**config.mk**
```make
export PLATFORM = sky130hd
export DESIGN_NAME = exe_operand_issue
export DESIGN_NICKNAME = d
export VERILOG_FILES = /design/src/rtl/exe_operand_issue.sv
export SDC_FILE = /design/constraint.sdc
export NUM_CORES = 1
export LEC_CHECK = 0
export ABC_AREA = 0
export BUFFER_PORTS_ARGS = -buffer_cell sky130_fd_sc_hd__buf_2
export CAP_MARGIN = 30
export CORE_ASPECT_RATIO = 0.8
export CORE_MARGIN = 3
export CORE_UTILIZATION = 44
export CTS_CLUSTER_SIZE = 30
export DETAILED_ROUTE_END_ITERATION = 10
export MAX_ROUTING_LAYER = met4
export PLACE_DENSITY_LB_ADDON = 0.2
export RECOVER_POWER = 50
export SYNTH_ARGS = -nofsm -noshare
export SYNTH_HDL_FRONTEND = slang
export SYNTH_SLANG_ARGS = --single-unit
```
**constraint.sdc**
```tcl
create_clock -name clk -period 2 [get_ports clk]
set_input_delay 0.2 -clock clk [delete_from_list [all_inputs] [get_ports clk]]
set_output_delay 0.2 -clock clk [all_outputs]
set_load 0.005 [all_outputs]
```
**src/rtl/exe_operand_issue.sv**
```systemverilog
`default_nettype none
// ============================================================================
//  Module   : exe_operand_issue
//  Purpose  : ID->EX operand issue with EX/MEM/WB forwarding, load-use stall
//             detection and flush squashing.
//  Revision : 1.0  initial release
// ============================================================================
module exe_operand_issue (
  input  logic        clk,
  input  logic        rst_n,
  input  logic        id_valid,
  input  logic [4:0]  id_rs,
  input  logic [4:0]  id_rt,
  input  logic        id_use_rs,
  input  logic        id_use_rt,
  input  logic        id_sel_npc,
  input  logic        id_sel_imm,
  input  logic        id_wr_en,
  input  logic [4:0]  id_wr_addr,
  input  logic        id_is_load,
  input  logic [31:0] rf_rdata1,
  input  logic [31:0] rf_rdata2,
  input  logic [31:0] alu_output,
  input  logic [31:0] mem_fwd_data,
  input  logic [31:0] wb_fwd_data,
  input  logic        flush,
  output logic [31:0] output_data_1,
  output logic [31:0] output_data_2,
  output logic        mux_sel1,
  output logic        mux_sel2,
  output logic        ex_valid,
  output logic        stall
);

  typedef struct packed {
    logic       valid;
    logic       wr_en;
    logic [4:0] addr;
    logic       is_load;
  } tag_t;

  localparam tag_t c_bubble = '0;

  tag_t        r_ex_tag;
  tag_t        r_mem_tag;
  tag_t        r_wb_tag;

  logic        w_issue;
  logic        w_ex_wr_live;
  logic [31:0] w_fwd_rs;
  logic [31:0] w_fwd_rt;

  // Register 0 never matches, so it always falls through to the register file.
  function automatic logic tag_hit(input tag_t t, input logic [4:0] src);
    return t.valid & t.wr_en & (t.addr == src) & (t.addr != 5'd0);
  endfunction

  function automatic logic [31:0] pick(input logic [4:0] src, input logic [31:0] rf,
                                       input tag_t ex_t, input tag_t mem_t, input tag_t wb_t,
                                       input logic [31:0] ex_d, input logic [31:0] mem_d,
                                       input logic [31:0] wb_d);
    if (tag_hit(ex_t, src) && !ex_t.is_load) return ex_d;
    else if (tag_hit(mem_t, src))            return mem_d;
    else if (tag_hit(wb_t, src))             return wb_d;
    else                                     return rf;
  endfunction

  always_comb begin
    w_ex_wr_live = r_ex_tag.valid & r_ex_tag.is_load & r_ex_tag.wr_en & (r_ex_tag.addr != 5'd0);
    stall = id_valid & ~flush & w_ex_wr_live &
            ((id_use_rs & (id_rs == r_ex_tag.addr)) | (id_use_rt & (id_rt == r_ex_tag.addr)));
    w_issue  = id_valid & ~stall & ~flush;
    w_fwd_rs = pick(id_rs, rf_rdata1, r_ex_tag, r_mem_tag, r_wb_tag,
                    alu_output, mem_fwd_data, wb_fwd_data);
    w_fwd_rt = pick(id_rt, rf_rdata2, r_ex_tag, r_mem_tag, r_wb_tag,
                    alu_output, mem_fwd_data, wb_fwd_data);
  end

  // Tag pipeline advances unconditionally; a stalled or squashed slot enters as a bubble.
  always_ff @(posedge clk) begin
    if (rst_n) begin
      r_ex_tag      <= c_bubble;
      r_mem_tag     <= c_bubble;
      r_wb_tag      <= c_bubble;
      output_data_1 <= 32'd0;
      output_data_2 <= 32'd0;
      mux_sel1      <= 1'b0;
      mux_sel2      <= 1'b0;
      ex_valid      <= 1'b0;
    end else begin
      r_mem_tag <= r_ex_tag;
      r_wb_tag  <= r_mem_tag;
      if (w_issue) begin
        r_ex_tag      <= '{valid: 1'b1, wr_en: id_wr_en, addr: id_wr_addr, is_load: id_is_load};
        output_data_1 <= w_fwd_rs;
        output_data_2 <= w_fwd_rt;
        mux_sel1      <= id_sel_npc;
        mux_sel2      <= id_sel_imm;
        ex_valid      <= 1'b1;
      end else begin
        r_ex_tag      <= c_bubble;
        output_data_1 <= 32'd0;
        output_data_2 <= 32'd0;
        mux_sel1      <= 1'b0;
        mux_sel2      <= 1'b0;
        ex_valid      <= 1'b0;
      end
    end
  end

endmodule
`default_nettype wire

```
==> summary.txt <==
Timing
  • Final setup vio count: 60
  • Slew HR: 72.4%
  • Worst-Margin Slew: 0.414 ns
  • Setup WS post-layout: -0.123 ns
  • Final Max Tran Viols: 0
  • Final period util: 106%
  • Post-route minimum period: 2.12 ns
  • Layout Skew: between 0.01 and 0.015 ns
  • RSZ-0062 raised after global routing: yes
  • FMAX: 471 MHz
  • Final hold violations: 0
  • WHS: about 0.1 ns

Detailed routing
  • DR vias: ~7000
  • Routed WL: 24600 µm
  • WL met1: 9990 µm
  • Routed Antenna Nets: 0
  • Max Used Layer: met4
  • DRC viols: 0
  • First drt pass iteration count: 5
  • Met3 WL: 2880 µm
  • DR WL/cell: 23.0 µm
  • Vias per cell: 6.56
  • Met2 WL: 11000 µm
  • DRT iter0 DRCs: roughly 740

Layout
  • Leading cell type in the layout, fill and taps excluded: buf_2
  • Filler cells: 1065
  • Final nets: 1078
  • Share of cells above drive strength 1: 44.0%
  • Area Growth Syn to Fin: 44.4%
  • Most frequent cells in the layout: buf_2 (244), dfxtp_1 (86), nand2_1 (68)

Setup path
  • CP required: between 2 and 2.5 ns
  • CP Cell Sequence: or4_4 -> o211ai_4 -> buf_12 -> buf_8 -> buf_6 -> o31a_1 -> o311ai_4 -> a211oi_2
  • Critical-path top delay cell: or4_4
  • Crit path arrival time: 2.40 ns
  • CP Capture Type: register
  • Critical path peak fanout: 8
  • Crit-path max cell delay: around 0.57 ns
  • Critical Path Source Type: register
  • CP Class: reg2reg

Pwr
  • Comb pwr share: 17.7%
  • Clock Power Share: around 39%
  • Switching power: 1160 µW
  • P per Cell Area: just over 500 nW/µm²
  • Highest ir drop seen on vdd: 458 µV
  • Switching Fraction: 28.0%
  • Sequential Power Share: 43.7%
  • Lkg Pwr: approximately 0.0033 µW
  • Cell Int Power: 3000 µW

Status
  • Outcome: finished with violations
  • Failing checks: setup timing

Floorplanning
  • Row cnt: 36
  • Core Footprint: about 12000 µm²
  • Initial Utilization: 45.8%
  • I/O pin cnt: 253
  • DIE WIDTH: 133 µm
  • Chip height: around 110 µm
  • Full die area: 14400 µm²

Clock network
  • CTS tree: done
  • CTS Root Buffer Type: clkbuf_16
  • Post-CTS Hold Fix Bufs: 0
  • Max Root-Sink Buffers: 2
  • H-tree depth: 3
  • Total CTS buffers: 9
  • Clock Latency Late Sink: 0.35 ns
  • Clk slew on worst S/H paths: 0.07 ns
  • Clk sink count: 88

GRT
  • First-pass GRT wire length: around 36000 µm
  • Gr usage total: between 30% and 40%
  • Initial antenna violation count: 3
  • Vias in the first global route: between 6000 and 7000
  • GR Overflow Total: 0
  • Largest net degree at the start of global routing: 75

Placement
  • Setup WS pre-CTS: -0.232 ns
  • Gp weighted congestion: 0.966
  • Detailed Place HPWL: around 17000 µm
  • IO Port Bufs: 252

Logic synthesis
  • Cells after synthesis: 649
  • Share of the synthesized area in the top cell type: 30.9%
  • Mean post-synth cell area: a little under 9 µm²
  • Dominant cell type by area after synthesis: dfxtp_1
  • Sequential area share after synthesis: 30.9%
  • Yosys synthesis warning count: 0
  • Yosys reg bits: 88
  • Synth cell types: 31
  • Area contributors post-synth: dfxtp_1 (31%), and4_1 (9.8%), o31a_1 (9.8%)
  • Syn Nets: 834
  • Mapped Area: between 5000 and 6000 µm²

Worst hold path
  • Hold WC Path Type: in2reg

Run
  • Max Cap Violations: 0
-- per-layer routing --
metal	track usage [%]	up-vias
met3	7.99	74
met5	-	-
met2	49.5	549
met4	11.5	0
met1	43.4	3333
li1	-	3067
-- flip-flops by register name, summed over array words and instances, names as in the netlist --
name / cells
output_data_1: 32
output_data_2: 32
r_ex_tag: 7
r_mem_tag: 7
r_wb_tag: 7
ex_valid: 1
mux_sel1: 1
mux_sel2: 1
-- synthesized netlist by cell type --
master and n:
buf_2 7, nand3b_1 64, nor4_1 1, inv_1 1
nor4_2 2, nor3b_1 9, clkbuf_1 63, o311ai_1 62
buf_1 9, and4_1 64, nand3_1 6, and3_1 4
o211a_4 1, dfxtp_1 88, a21oi_1 2, or4_4 1
or3b_2 1, xnor2_1 10, xor2_1 20, a211oi_2 1
nand4b_1 1, and2_1 4, nor3_1 3, o311ai_0 2
o31a_1 64, buf_6 6, nand2_1 68, nor2_1 5
a211oi_1 66, o211ai_4 1, nor2b_1 13
-- metrics by stage --
step | power, µW | cells | instance area, µm² | util [%] | TNS, ns
finish | 4160 | 1071 | 8230 | 66.2 | -2.20
global route | 4300 | 1071 | 8230 | 66.2 | -6.13
CTS | 4130 | 1060 | 7810 | 62.8 | -0.712
detailed placement | 2520 | 1042 | 7330 | 59.0 | -4.46
global placement | 2510 | 1042 | 7330 | 59.0 | -1.55
floorplan | 2140 | 649 | 5700 | - | 0
-- power groups by stage --
stage	sequential (µW)	combinational (µW)	clock, µW
after global placement	1850	656	0
final	1820	734	1610
after CTS	1820	684	1630
after floorplan	1860	283	0
after detailed placement	1850	666	0
after global routing	1820	777	1700
-- cells by family after synthesis --
logic type / share of synthesized area [%]
AOI/OAI and AO/OA: 29.4
xor gates and xnor gates: 4.61
buffers and inverters: 6.61
DFF: 30.9
and+or+nand+nor: 28.4
-- area by class of cell --
cell class,count,area (µm²),area share [%]
Clock buffer,9,225,2.74
Antenna cell,3,7.51,0.0912
Clock inverter,6,45.0,0.547
Tap cell,171,214,2.60
Timing Repair Buffer,317,1920,23.4
Multi-Input combinational cell,476,4050,49.2
Inverter,1,3.75,0.0456
Sequential cell,88,1760,21.4
-- repair_timing --
| action | CTS | global route |
|---|---|---|
| gates cloned | 1 | 2 |
| resized for setup | 32 | 57 |
| setup buffers | 2 | 7 |
| hold endpoints to repair | 0 | 0 |
| pin swaps | 13 | 35 |
| setup endpoints to repair | 56 | 65 |
-- worst paths after layout --
path,depth (start not counted),slack (ns),to,startpoint
setup / recovery,8,-0.12,output_data_2[14],r_wb_tag[5]
hold / removal,2,0.10,mux_sel1,id_sel_npc
setup reg to reg,8,-0.12,output_data_2[14],r_wb_tag[5]
hold reg to reg,1,0.46,r_mem_tag[6],r_ex_tag[6]
-- worst max-delay path, delay by kind of cell (launching register included) --
family | cells | cell delay [ns]
AO/OA/AOI/OAI | 4 | 0.76
AND/OR/NAND/NOR | 1 | 0.57
flip-flops | 1 | 0.33
buffers and inverters | 3 | 0.38
(Power assumes the default switching activity.)
